### config.mk
export PLATFORM = sky130hd
export DESIGN_NAME = fetch_unit
export DESIGN_NICKNAME = d
export VERILOG_FILES = /design/src/rtl/pu_pkg.sv /design/src/rtl/fetch_fifo.sv /design/src/rtl/fetch_unit.sv
export SDC_FILE = /design/constraint.sdc
export NUM_CORES = 1
export LEC_CHECK = 0
export CAP_MARGIN = 10
export CORE_UTILIZATION = 46
export CTS_BUF_LIST = sky130_fd_sc_hd__clkbuf_8
export DETAILED_ROUTE_END_ITERATION = 8
export PLACE_DENSITY = 0.76
export SETUP_SLACK_MARGIN = 0.3
export SLEW_MARGIN = 5
export SYNTH_ARGS = -nofsm -noshare
export SYNTH_HDL_FRONTEND = slang
export SYNTH_SLANG_ARGS = --single-unit
### constraint.sdc
create_clock -name clk -period 2.1 [get_ports clk]
set_clock_uncertainty 0.15 [all_clocks]
set_input_delay 0.63 -clock clk [delete_from_list [all_inputs] [get_ports clk]]
set_output_delay 0.63 -clock clk [all_outputs]
set_load 0.005 [all_outputs]
### src/rtl/pu_pkg.sv
// Shared fetch-unit types: fetch FSM states and the instruction width derived from `CMDS.
`ifndef CMDS
`define CMDS 15
`endif

package pu_pkg;

  localparam int INST_W = `CMDS + 1;

  typedef enum logic [1:0] {
    IDLE   = 2'd0,
    RUN    = 2'd1,
    DRAIN  = 2'd2,
    HALTED = 2'd3
  } fetch_state_e;

endpackage

### src/rtl/fetch_fifo.sv
// Two-entry in-order buffer between instruction memory and the decoder.
module fetch_fifo #(
  parameter int DW = 24
) (
  input  logic          clk,
  input  logic          rst_n,
  input  logic          push,
  input  logic [DW-1:0] din,
  input  logic          pop,
  input  logic          flush,
  output logic [1:0]    count,
  output logic [DW-1:0] head
);

  logic [DW-1:0] mem [2];
  logic          wr_ptr;
  logic          rd_ptr;

  assign head = mem[rd_ptr];

  always_ff @(posedge clk or negedge rst_n) begin
    if (!rst_n) begin
      mem[0] <= '0;
      mem[1] <= '0;
      wr_ptr <= 1'b0;
      rd_ptr <= 1'b0;
      count  <= 2'd0;
    end else if (flush) begin
      // stale words stay in mem; count=0 hides them from the decoder
      wr_ptr <= 1'b0;
      rd_ptr <= 1'b0;
      count  <= 2'd0;
    end else begin
      if (push) begin
        mem[wr_ptr] <= din;
        wr_ptr      <= ~wr_ptr;
      end
      if (pop) begin
        rd_ptr <= ~rd_ptr;
      end
      case ({push, pop})
        2'b10:   count <= count + 2'd1;
        2'b01:   count <= count - 2'd1;
        default: count <= count;
      endcase
    end
  end

endmodule

### src/rtl/fetch_unit.sv
// Instruction fetch: PC sequencing, memory handshake and a 2-deep buffer to the decoder.
// Define FETCH_DEBUG_EN to print every dequeued instruction.
//
// state  | meaning
// IDLE   | out of reset, waiting for start
// RUN    | fetching while the buffer has room
// DRAIN  | halted, waiting for the last outstanding ack to discard it
// HALTED | stopped, waiting for start
module fetch_unit
  import pu_pkg::*;
#(
  parameter int              PC_W     = 8,
  parameter int              IW       = INST_W,
  parameter logic [PC_W-1:0] RESET_PC = '0
) (
  input  logic            clk,
  input  logic            rst_n,
  input  logic            start,
  input  logic            halt,
  output logic            im_req,
  output logic [PC_W-1:0] im_addr,
  input  logic            im_ack,
  input  logic [IW-1:0]   im_rdata,
  output logic [IW-1:0]   inst,
  output logic [PC_W-1:0] inst_pc,
  output logic            inst_valid,
  input  logic            inst_ready,
  output logic            halted
);

  localparam logic [PC_W-1:0] PC_ONE = 1;

  fetch_state_e        state;
  logic [PC_W-1:0]     pc;
  logic [1:0]          count;
  logic [IW+PC_W-1:0]  head;
  logic                xfer;
  logic                deq;
  logic                halt_deq;
  logic                push;
  logic                pop;
  logic                flush;
  logic                restart;

  assign im_req     = ((state == RUN) && (count < 2'd2)) || (state == DRAIN);
  assign im_addr    = pc;
  assign xfer       = im_req && im_ack;
  assign inst_valid = (count != 2'd0);
  assign deq        = inst_valid && inst_ready;
  assign halt_deq   = deq && halt;
  assign restart    = start && ((state == IDLE) || (state == HALTED));
  assign push       = xfer && (state == RUN) && !halt_deq;
  assign pop        = deq && !halt_deq;
  assign flush      = halt_deq || restart;
  assign {inst, inst_pc} = head;

  fetch_fifo #(
    .DW (IW + PC_W)
  ) u_fifo (
    .clk   (clk),
    .rst_n (rst_n),
    .push  (push),
    .din   ({im_rdata, pc}),
    .pop   (pop),
    .flush (flush),
    .count (count),
    .head  (head)
  );

  always_ff @(posedge clk or negedge rst_n) begin
    if (!rst_n) begin
      state  <= IDLE;
      pc     <= RESET_PC;
      halted <= 1'b0;
    end else begin
      case (state)
        IDLE, HALTED: begin
          if (start) begin
            pc     <= RESET_PC;
            halted <= 1'b0;
            state  <= RUN;
          end
        end
        RUN: begin
          if (xfer) begin
            pc <= pc + PC_ONE;
          end
          // a request still waiting for its ack has to be drained before stopping
          if (halt_deq) begin
            if (im_req && !im_ack) begin
              state <= DRAIN;
            end else begin
              state  <= HALTED;
              halted <= 1'b1;
            end
          end
        end
        DRAIN: begin
          if (im_ack) begin
            state  <= HALTED;
            halted <= 1'b1;
          end
        end
        default: state <= IDLE;
      endcase
    end
  end

`ifdef FETCH_DEBUG_EN
  always @(posedge clk) begin
    if (rst_n && deq) begin
      $display("fetch_unit: inst_pc=%h inst=%h halt=%b", inst_pc, inst, halt);
    end
  end
`endif

endmodule

# Word-level counts from Yosys, hierarchy flattened
# Index checks and enable logic that the tools add are counted.
[op_classes]
bitwise_logic = 5
n_reduce_logical = 26
n_lt_le_gt_ge = 4
eq_ne = 10
mux = 25
addsub = 3
[op_table]
columns = ["cell", "count"]
rows = [
  ["2-to-1 mux 24 bit", 4],
  ["bitwise mux 48 bit", 1],
  ["demux 24 bit (select 1 bit)", 1],
  ["2-to-1 mux 8 bit", 2],
  ["one-hot mux 8 bit (2 select lines)", 1],
  ["logical AND 1 bit", 10],
  ["!= test 2 bit, second input constant", 5],
  ["2-to-1 mux 1 bit", 9],
  ["adder 8 x 1 -> 8 bit, second input constant", 1],
  ["2-to-1 mux 2 bit", 4],
  ["nonzero test 2 bit", 4],
  ["equality test 2 bit, second input constant", 3],
  ["one-hot mux 2 bit (3 select lines)", 1],
  ["AND reduction 3 bit", 2],
  ["equality test 2 x 1 -> 1 bit, second input constant", 2],
  [">= comparator 2 bit, second input constant", 2],
  ["inverter 1 -> 2 bit", 2],
  ["one-hot mux 2 bit (2 select lines)", 1],
  ["AND reduction 4 bit", 1],
  ["logical OR 1 bit", 3],
  ["inverter 1 bit", 3],
  ["one-hot mux 1 bit (3 select lines)", 1],
  ["nonzero test 3 bit", 1],
  ["adder 2 x 1 -> 2 bit, second input constant", 1],
  ["7 further kinds", 8],
]
[totals]
in_bits = 22
register_bits = 63

# Logic depth before layout (Yosys ltp)
[depth]
ltp_word = 9
ltp_mapped = 7
ltp_nobuf = 6

# Cells and area by module
# A second synthesis with hierarchy kept.
[hier_totals]
cells_unflattened = 236
area_unflattened_um2 = 3126.7
[modules_own_cells]
columns = ["module", "cells_each", "instances", "area_per_inst_um2"]
rows = [
  ["fetch_fifo", 146, 1, 2293.4],
  ["fetch_unit", 90, 1, 833.3],
]

# Least setup slack after synthesis
# OpenSTA, ideal clock, no wires.
[synth_timing]
kind = "register to register"
startpoint = "reg state[0]"
endpoint = "reg u_fifo.mem[32] (netlist bit)"
arrival_ps = 1821
stages_incl_launch_ff = 8
period_less_slack_ps = 2096
setup_slack_ps = 4
required_ps = 1825
setup_time_ps = 125
cell_sequence = "dfrtp_1 inv_1 ha_1 nand2_1 nand2_1 nor3b_4 buf_6 mux2_2"
[synth_via]
elab_chain_cells = 7
word_cells_on_any_way = 14
cone_classes = "3 x eq/ne; 1 x bitwise; 10 x reduce/logical"
[synth_rtl]
columns = ["element", "line", "source"]
rows = [
  ["start, declared", "fetch_unit.sv:33", "fetch_state_e state;"],
  ["start signal, assigned", "fetch_unit.sv:72", "state <= IDLE;"],
  ["start signal, assigned", "fetch_unit.sv:81", "state <= RUN;"],
  ["start signal, assigned", "fetch_unit.sv:91", "state <= DRAIN;"],
  ["equality test 2 x 1 -> 1 bit", "fetch_unit.sv:45, fetch_unit.sv:52", ""],
  ["logical AND 1 bit", "fetch_unit.sv:45", "assign im_req = ((state == RUN) && (count < 2'd2)) || (state == DRAIN);"],
  ["logical OR 1 bit", "fetch_unit.sv:45", ""],
  ["logical AND 1 bit", "fetch_unit.sv:47", "assign xfer = im_req && im_ack;"],
  ["logical AND 1 bit (2 in a row)", "fetch_unit.sv:52", "assign push = xfer && (state == RUN) && !halt_deq;"],
  ["AND reduction 2 bit (no line) (*)", "n/a", ""],
  ["end signal, assigned by index", "fetch_fifo.sv:35", "mem[wr_ptr] <= din;"],
  ["end, declared", "fetch_fifo.sv:15", "logic [DW-1:0] mem [2];"],
]
# Mark *: on every way between the ends. The rest lies on a longest branch, timed or not.
# A chain may end at the register's enable or synchronous reset.

# Worst setup path after layout
[layout_timing]
startpoint = "reg u_fifo.rd_ptr"
endpoint = "out inst_pc[0]"
[layout_via]
elab_chain_cells = 4
[layout_rtl]
columns = ["element", "line", "source"]
rows = [
  ["start, declared", "fetch_fifo.sv:17", "logic rd_ptr;"],
  ["start signal, assigned", "fetch_fifo.sv:39", "rd_ptr <= ~rd_ptr;"],
  ["inverter 1 -> 2 bit (not written as such)", "fetch_fifo.sv:19", "assign head = mem[rd_ptr];"],
  ["2-to-1 mux 24 bit (not written as such) (3 in a row)", "fetch_fifo.sv:19", ""],
  ["end, declared", "fetch_unit.sv:25", "output logic [PC_W-1:0] inst_pc,"],
]
# No other way between the ends. The select of a mux whose other input is x is not followed.

==> flow_metrics.py <==
metrics = {
    "cts": {
        "clk_pin_slew_ns": 0.08,
        "htreeDepth": 3,
        "cts_tree": "built",
        "clkLatencyLatePin_ns": 0.34,
        "cts_buffers": 9,
        "cts_hold_buffers": 0,
        "cts.sinks": 63,
        "cts_max_path_buffers": 2,
        "ctsRootBufferMaster": "clkbuf_8",
    },
    "routing": {
        "postRouteWirelength_microns": 9250,
        "drt_iter0_drc": 159,
        "viasPerCell": 5.47,
        "ant_nets": 0,
        "routedWlPerCell_microns": 20.4,
        "detailroute.via_count": 2485,
        "drc": 0,
        "dr.pass1.iters": 5,
    },
    "timing": {
        "fmax_mhz": 422,
        "hold_slack_ns": 0.0266,
        "maxSlewHeadroom_pct": 77.5,
        "hold_viol_final": 0,
        "layout_min_cycle_time_ns": 2.37,
        "worstMarginPinSlew_ns": 0.337,
        "setup_violations": 63,
        "setup_slack_ns": -0.272,
        "layout_worst_path_cycle_share_pct": 113,
        "rsz0062_at_grt": "true",
        "maxSlewViolCount": 0,
    },
    "synthesis": {
        "synth_top_area_share_pct": 52.3,
        "ys_types": 42,
        "ys.flop_type": "dfrtp_1",
        "seq_area_frac_synth_pct": 52.3,
        "synth_seq_cells": 63,
        "async_flop_share_pct": 100,
        "avgSynthCellArea_sq_um": 13.2,
        "syn-cell-area_sq_um": 3020,
        "synth_area_leader_cell": "dfrtp_1",
        "ys_warn_count": 0,
        "synth_edf_count": 0,
        "synth_area_leaders": "dfrtp_1 52%, mux2_2 27%, a21oi_1 2.0%",
        "synth.net_count": 253,
        "syn_inst": 228,
    },
    "setup_path": {
        "cp-start-kind": "flop",
        "r2r_slack_ns": -0.15,
        "r2r-end": "u_fifo.mem[45]",
        "worst-r2r-cell-count": 9,
        "end_kind": "output port",
        "timing.rr.start": "state[0]",
        "critPathArrivalTime_ns": 1.59,
        "crit_type": "reg -> out",
        "crit_path_max_fanout": 5,
        "cp.required_ns": 1.32,
    },
    "floorplan": {
        "initial_core_util_pct": 47.5,
        "die-area_sq_um": 6890,
        "ios": 57,
        "rows": 29,
        "dieWidth_microns": 83.0,
        "die_h_microns": 83.0,
        "fp.coreArea_sq_um": 6350,
    },
    "power": {
        "power.leakage_nw": 2.44,
        "peakVddDrop_v": 0.00111,
        "power_mw": 7.17,
        "power_density_nw_per_um2": 1400,
    },
    "hold_path": {
        "hp-class": "in -> async",
    },
    "place": {
        "io_buffers": 56,
        "hpwl_microns": 4130,
        "place.gp.congestion": 0.809,
        "placed_cells": 377,
        "placed_cell_area_sq_um": 3870,
    },
    "cells_and_area": {
        "final_cell_mix": "55 x dfrtp_1, 54 x mux2_4, 45 x buf_6, 41 x buf_4, 19 x mux2_2",
        "layout_commonest_cell": "dfrtp_1",
        "stdcell_count": 454,
        "drive_above_1_share_pct": 67.4,
        "n_antenna_cell": 0,
        "fin_area_sq_um": 5110,
        "nNetsFinal": 397,
        "area_growth_pct": 69.4,
    },
    "run_status": {
        "violations": "negative setup slack",
        "status": "complete, but fails checks",
    },
    "global_routing": {
        "grt-ovfl-total": 0,
        "grt_usage_pct": 26.3,
        "grt_max_degree": 52,
        "antenna_found_initial": 0,
        "grt_pass1_vias": 2666,
        "grt_pass1_wl_microns": 14000,
    },
    "flow_run": {
        "drv_cap": 0,
    },
}
[critical path, cell delays in order, from the launching register on]
cell	delay (ns)
dfrtp_2	0.45
buf_6	0.14
buf_12	0.13
buf_6	0.11
mux2_4	0.30
buf_6	0.12
[timing repair]
item / 4_1_cts / 5_1_grt
endpoints found under the hold margin: 0 / 0
setup endpoints to repair: 93 / 93
gates resized for setup: 235 / 48
pin swaps: 17 / 11
cloned: 6 / 0
buffers inserted: 48 / 7
[worst max-delay path by stage]
| stage | from | end | depth (start not counted) |
|---|---|---|---|
| finish | u_fifo.rd_ptr | inst_pc[0] | 5 |
| global route | u_fifo.rd_ptr | inst[1] | 5 |
| CTS | u_fifo.rd_ptr | inst[5] | 5 |
| detailed placement | im_ack | im_addr[4] | 6 |
| global placement | start | im_addr[4] | 6 |
| floorplan | state[1] | u_fifo.mem[32] | 7 |
[sequential cells by signal (all words and copies together), names as in the netlist]
signal,cells
state,2
u_fifo.rd_ptr,1
u_fifo.count,2
u_fifo.mem,48
u_fifo.wr_ptr,1
im_addr,8
halted,1
[metrics by stage]
| stage | util (%) | setup WS (ns) | setup TNS, ns |
|---|---|---|---|
| 2_1_floorplan | - | 0.108 | 0 |
| 3_3_place_gp | 60.9 | -0.322 | -16.28 |
| 3_5_place_dp | 60.9 | -0.333 | -17.18 |
| 4_1_cts | 76.4 | -0.244 | -4.34 |
| 5_1_grt | 80.5 | -0.312 | -11.50 |
| 6_report | 80.5 | -0.272 | -7.38 |
[cell families after synthesis]
| kind of cell | Yosys count | share of synthesized area, % |
|---|---|---|
| mux | 74 | 28.2 |
| fa+ha+maj | 3 | 1.24 |
| flops | 63 | 52.3 |
| simple gates | 41 | 8.88 |
| compound gates | 31 | 6.60 |
| buf+inv | 15 | 2.49 |
| xor+xnor | 1 | 0.290 |
[synthesized netlist by cell type, types with 2 or more instances]
master	instances
buf_2	3
nand2_1	11
mux2_2	72
nand4_1	4
nor2_1	4
o31ai_1	4
nand3_1	2
o21ai_0	6
or2_2	2
inv_1	6
or3_1	2
dfrtp_1	63
ha_1	3
a21oi_1	12
clkbuf_1	3
buf_6	2
or4_1	4
[layout make-up]
cell class | count | area (sq um)
fillers | 317 | 1240
clock inverters | 7 | 50.0
well taps | 77 | 96.3
multi-input cells | 150 | 1760
clock buffers | 9 | 124
repair buffers | 142 | 1470
inverters | 6 | 22.5
flip-flops and latches | 63 | 1590
[report_power, final]
group	total [mW]	internal (mW)	switching, mW	leakage (nW)
registers	1.98	1.66	0.315	0.796
logic	4.25	2.69	1.56	1.57
clock network	0.937	0.427	0.511	0.0812
[per-layer routing]
metal	part of all wire [%]	vias up	track usage (%)
met5	0	-	0
met4	1.2	0	6.58
met3	3.4	13	5.57
met2	53	75	45.5
met1	42	1270	33.8
li1	-	1127	-
Note: power is estimated with default switching activity, not from simulation.
